`config.mk`:
```
export PLATFORM = sky130hd
export DESIGN_NAME = online_ccm_serial
export DESIGN_NICKNAME = d
export VERILOG_FILES = /design/src/rtl/online_ccm_serial.sv
export SDC_FILE = /design/constraint.sdc
export NUM_CORES = 1
export LEC_CHECK = 0
export ABC_AREA = 1
export CORE_ASPECT_RATIO = 0.6
export CORE_MARGIN = 4
export CORE_UTILIZATION = 50
export CTS_CLUSTER_DIAMETER = 80
export DETAILED_ROUTE_END_ITERATION = 12
export PLACE_DENSITY = 0.82
export SLEW_MARGIN = 20
export SYNTH_ARGS = -nofsm -noshare
export SYNTH_HDL_FRONTEND = slang
export SYNTH_SLANG_ARGS = --single-unit
```
`constraint.sdc`:
```
create_clock -name clk -period 2.6 [get_ports clk]
set_input_delay 0.39 -clock clk [delete_from_list [all_inputs] [get_ports clk]]
set_output_delay 0.39 -clock clk [all_outputs]
set_load 0.05 [all_outputs]
```
`src/rtl/online_ccm_serial.sv`:
```
// Digit-serial MSD-first online multiplier by C = 2^SHIFT +/- 1 on borrow-save digits.
// Sums x*2^SHIFT and +/-x through a radix-2 signed-digit online adder (online delay 2).
module online_ccm_serial #(
  parameter int unsigned N_DIG   = 4,
  parameter int unsigned SHIFT   = 6,
  parameter int unsigned SGN_NEG = 0
) (
  input  logic       clk,
  input  logic       rst,
  input  logic       in_valid,
  input  logic       in_first,
  input  logic [1:0] in_digit,
  output logic       in_ready,
  output logic       out_valid,
  output logic       out_first,
  output logic       out_last,
  output logic [1:0] out_digit,
  output logic       busy
);

  localparam int unsigned STEPS = N_DIG + SHIFT + 2;
  localparam int unsigned CNT_W = $clog2(STEPS + 1);

  typedef enum logic [1:0] {IDLE, LOAD, PAD, FLUSH} state_t;

  state_t             state_q, state_d;
  logic [CNT_W-1:0]   cnt_q, cnt_d;
  logic [1:0]         dly_q [SHIFT];
  logic [1:0]         dly_d [SHIFT];
  logic signed [2:0]  sp_q, sp_d;
  logic signed [1:0]  wp_q, wp_d;
  logic               out_valid_q, out_valid_d;
  logic               out_first_q, out_first_d;
  logic               out_last_q, out_last_d;
  logic [1:0]         out_digit_q, out_digit_d;
  logic               in_ready_q, in_ready_d;
  logic               busy_q, busy_d;

  logic               step_c;
  logic [CNT_W-1:0]   cnt_n_c;
  logic [1:0]         a_dig_c, b_dig_c;
  logic signed [2:0]  s_c, z_c;
  logic signed [1:0]  t_c, w_c;

  function automatic logic signed [2:0] dval(input logic [1:0] d);
    return (d == 2'b10) ? 3'sd1 : ((d == 2'b01) ? -3'sd1 : 3'sd0);
  endfunction

  function automatic logic [1:0] denc(input logic signed [2:0] v);
    return (v == 3'sd1) ? 2'b10 : ((v == -3'sd1) ? 2'b01 : 2'b00);
  endfunction

  always_comb begin
    state_d     = state_q;
    cnt_d       = cnt_q;
    dly_d       = dly_q;
    sp_d        = sp_q;
    wp_d        = wp_q;
    out_valid_d = 1'b0;
    out_first_d = 1'b0;
    out_last_d  = 1'b0;
    out_digit_d = 2'b00;
    step_c      = 1'b0;
    a_dig_c     = 2'b00;
    t_c         = 2'sd0;
    w_c         = 2'sd0;

    unique case (state_q)
      IDLE:    begin step_c = in_valid & in_first; a_dig_c = in_digit; end
      LOAD:    begin step_c = in_valid;            a_dig_c = in_digit; end
      default: step_c = 1'b1;
    endcase

    // B operand is the delayed x stream, negated for C = 2^S - 1
    b_dig_c = (SGN_NEG != 0) ? {dly_q[SHIFT-1][0], dly_q[SHIFT-1][1]} : dly_q[SHIFT-1];
    s_c     = dval(a_dig_c) + dval(b_dig_c);

    // Split previous position sum into transfer/interim using the new sum as lookahead
    if (sp_q == 3'sd2) begin
      t_c = 2'sd1;
    end else if (sp_q == -3'sd2) begin
      t_c = -2'sd1;
    end else if (sp_q == 3'sd1) begin
      if (s_c >= 3'sd0) begin t_c = 2'sd1;  w_c = -2'sd1; end
      else              begin t_c = 2'sd0;  w_c = 2'sd1;  end
    end else if (sp_q == -3'sd1) begin
      if (s_c >= 3'sd0) begin t_c = 2'sd0;  w_c = -2'sd1; end
      else              begin t_c = -2'sd1; w_c = 2'sd1;  end
    end
    z_c     = 3'(wp_q) + 3'(t_c);
    cnt_n_c = cnt_q + CNT_W'(1);

    if (step_c) begin
      dly_d[0] = a_dig_c;
      for (int unsigned i = 1; i < SHIFT; i++) dly_d[i] = dly_q[i-1];
      sp_d        = s_c;
      wp_d        = w_c;
      out_valid_d = (cnt_q != '0);
      out_first_d = (cnt_q == CNT_W'(1));
      out_last_d  = (cnt_q == CNT_W'(STEPS - 1));
      out_digit_d = (cnt_q == CNT_W'(1)) ? denc(3'(t_c)) : denc(z_c);
      if (cnt_n_c < CNT_W'(N_DIG)) begin
        state_d = LOAD;
        cnt_d   = cnt_n_c;
      end else if (cnt_n_c < CNT_W'(N_DIG + SHIFT)) begin
        state_d = PAD;
        cnt_d   = cnt_n_c;
      end else if (cnt_n_c < CNT_W'(STEPS)) begin
        state_d = FLUSH;
        cnt_d   = cnt_n_c;
      end else begin
        state_d = IDLE;
        cnt_d   = '0;
      end
    end

    in_ready_d = (state_d == IDLE) || (state_d == LOAD);
    busy_d     = (state_d != IDLE);
  end

  always_ff @(posedge clk) begin
    if (rst) begin
      state_q     <= IDLE;
      cnt_q       <= '0;
      for (int unsigned i = 0; i < SHIFT; i++) dly_q[i] <= 2'b00;
      sp_q        <= 3'sd0;
      wp_q        <= 2'sd0;
      out_valid_q <= 1'b0;
      out_first_q <= 1'b0;
      out_last_q  <= 1'b0;
      out_digit_q <= 2'b00;
      in_ready_q  <= 1'b1;
      busy_q      <= 1'b0;
    end else begin
      state_q     <= state_d;
      cnt_q       <= cnt_d;
      dly_q       <= dly_d;
      sp_q        <= sp_d;
      wp_q        <= wp_d;
      out_valid_q <= out_valid_d;
      out_first_q <= out_first_d;
      out_last_q  <= out_last_d;
      out_digit_q <= out_digit_d;
      in_ready_q  <= in_ready_d;
      busy_q      <= busy_d;
    end
  end

  assign in_ready  = in_ready_q;
  assign out_valid = out_valid_q;
  assign out_first = out_first_q;
  assign out_last  = out_last_q;
  assign out_digit = out_digit_q;
  assign busy      = busy_q;

endmodule

```
==> impl_metrics.ini <==
[status]
violations = setup timing
run_status = finished with violations

[clock_network]
clk_path_buf_depth = 2
clock_sinks = 30
cts_max_level = 2
clkLatencyLatePin_ns = 0.29
ctsHoldBuffers = 0
cts_made_buffers = 5
path_clk_slew_ns = 0.07
cts_tree = done
cts-root-buf = clkbuf_8

[setup_path]
cp_max_fo = 3
worstSetupPathDepth = 17
crit_family = adder cells
critPathKind = reg -> reg
critPathBufInv = 5
cp_cell_sequence = inv_2 -> nand2_1 -> ha_1 -> inv_1 -> ha_2 -> inv_2 -> fa_2 -> inv_2 -> nand3_2 -> nand3_4 -> ha_4 -> inv_2 -> fa_1 -> nand3_1 -> nand2_1 -> nand2_1 -> a21oi_2
arrival_ns = 2.91
cpMostUsedCell = inv_2
worstRegToRegCells = 17
crit_path_end_kind = flop
slowest_delay_ns = 0.50
cp_data_required_time_ns = 2.83
slowest_stage = fa_1
crit_path_start_kind = flop

[synthesis]
synth_top_area_cell = dfxtp_1
synthArstFlopShare = 0
synth.avg_cell_area_um2 = 9.089
synth_edf_count = 0
yosys_most_used_dff = dfxtp_1
ys_seq_area_frac = 0.4263
syn-num-nets = 175
synth_area_mm2 = 0.001409
ys_types = 21
synth_top_area_frac = 0.4263
yosys-top-cells-area = dfxtp_1, ha_1, o22ai_2
yosysWarningCount = 0
syn_inst = 155
synth-seq-cells = 30

[global_routing]
grt_first_pass_wirelength_mm = 4.436
antenna_found_initial = 0
grt_overflow = 0
grt_max_degree = 19
grt_util_all_layers = 0.1559
grt_pass1_vias = 1025

[floorplan]
io_pins = 13
die_h_um = 49.12
design.core.area_mm2 = 0.002592
chipWidth_um = 76.53
die-area_mm2 = 0.003759
rows = 14
start_util = 0.5434

[drt]
vias_per_cell = 4.916
totalWireLength_mm = 2.761
drc_errors = 0
initialDrtViolationCount = 43
vias = 1057
antenna_left = 0
detail_route.wl_per_cell_um = 12.84
drtPass1Iterations = 4

[placement]
placedCellCount = 203
dp_hpwl_mm = 1.913
place_ws_ns = -0.6410
dpl-instance-area_mm2 = 0.001594
portBuffers = 12
gp_congestion = 0.8417

[sta]
setup_violations = 2
fin_setup_tns_ns = -0.1051
maxSlewViolCount = 0
fin_skew_ns = 0.008006
fmax_mhz = 373.2
hold_viol = 0
rsz0062_at_grt = true
tightest_slew_ns = 0.5039
final.min_clock_period_ns = 2.680
timing.final.crit_share = 1.031
layout_setup_ws_ns = -0.07975
relSlewSlack = 0.6630

[cells_and_area]
syn2layout_area_growth_pct = 25.40
finalNonFillerCells = 215
drive_gt1_frac = 0.2623
nets = 202
antennaDiodeCount = 0
design_area_mm2 = 0.001767

[run]
max_cap_viol_count = 0

[power]
p_leak_nw = 0.7319
power_density_mw_per_mm2 = 561.7
peakVddDrop_v = 0.0002854

[worst_hold_path]
holdPathStages = 2
min_path_type = reg -> reg
==> logic make-up (layout without fill, tap and decap cells) <==
logic type / count (synthesis) / count (layout) / share of synthesized area
AO/OA/AOI/OAI: 27 / 27 / 0.1528
XOR/XNOR: 2 / 2 / 0.01244
adder cells (fa/ha/maj): 14 / 14 / 0.1403
buffers and inverters: 38 / 66 / 0.1146
flip-flops: 30 / 30 / 0.4263
AND/OR/NAND/NOR: 44 / 44 / 0.1536
==> worst min-delay path, cell delays in order, from the launching register on <==
cell and delay (ns):
dfxtp_1 0.30, inv_1 0.07, o22ai_2 0.07
==> synth_stat cells (all sizes together) (2+ instances only) <==
cell   instances
buf            2
dfxtp         30
fa             3
ha            11
inv           35
nand2         20
nand3         14
nand4          3
nor2           6
o21ai         15
o22ai         10
==> per-layer routing <==
metal / GRT usage / wire length [um] / up-vias
li1: - / - / 546
met1: 0.1773 / 1305 / 482
met2: 0.2464 / 1282 / 22
met3: 0.04982 / 118 / 7
met4: 0.1175 / 54 / 0
met5: 0 / 0 / -
==> power breakdown <==
group | switching, mW | total [mW] | internal [mW]
clock network | 0.178 | 0.391 | 0.213
registers | 0.00740 | 0.481 | 0.474
logic | 0.0745 | 0.120 | 0.0455
total | 0.260 | 0.992 | 0.732
==> sequential cells by signal (all words and copies together), names as in the netlist, 2 cells and up <==
name and cells:
b_dig_c 2, cnt_q 4, dly_q 10, out_digit 2
sp_q 3, state_q 2, wp_q 2
==> path summary, 6_finish.rpt <==
kind / start / end / slack (ns)
worst max-delay path: state_q[1] / out_digit[1] / -0.08
worst max register to register: state_q[1] / out_digit[1] / -0.08
worst min-delay path: b_dig_c[1] / b_dig_c[1] / 0.49
worst min register to register: b_dig_c[1] / b_dig_c[1] / 0.49
==> cells in the final DEF (no fill, tap or decap), types with 6 or more instances in the layout <==
cell / count
nand2_1: 17
ha_1: 9
dfxtp_1: 29
clkdlybuf4s50_1: 10
o22ai_2: 10
nand3_1: 12
o21ai_0: 12
inv_1: 29
clkbuf_8: 6
buf_4: 10
==> through the flow <==
stage | utilization | power, mW | hold WS, ns
2_1_floorplan | - | 0.5684 | 0.4514
3_3_place_gp | 0.6149 | 0.5973 | 0.4683
3_5_place_dp | 0.6149 | 0.6001 | 0.4698
4_1_cts | 0.6699 | 0.9922 | 0.4930
5_1_grt | 0.6815 | 1.033 | 0.5184
6_report | 0.6815 | 0.9924 | 0.4937
==> area by class of cell <==
cell class / instances / area (um2)
Clock buffer: 7 / 86.33
Clock inverter: 1 / 5.005
Fill cell: 201 / 825.8
Inverter: 36 / 138.9
Multi-Input combinational cell: 87 / 700.7
Sequential cell: 30 / 601.8
Tap cell: 32 / 40.04
Timing Repair Buffer: 22 / 193.9
==> timing repair <==
item,CTS,global route
pin swaps,9,8
cloned,0,0
gates resized for setup,14,5
buffers inserted,2,2
endpoints found under the setup margin,2,2
Note: power is estimated with default switching activity, not from simulation.
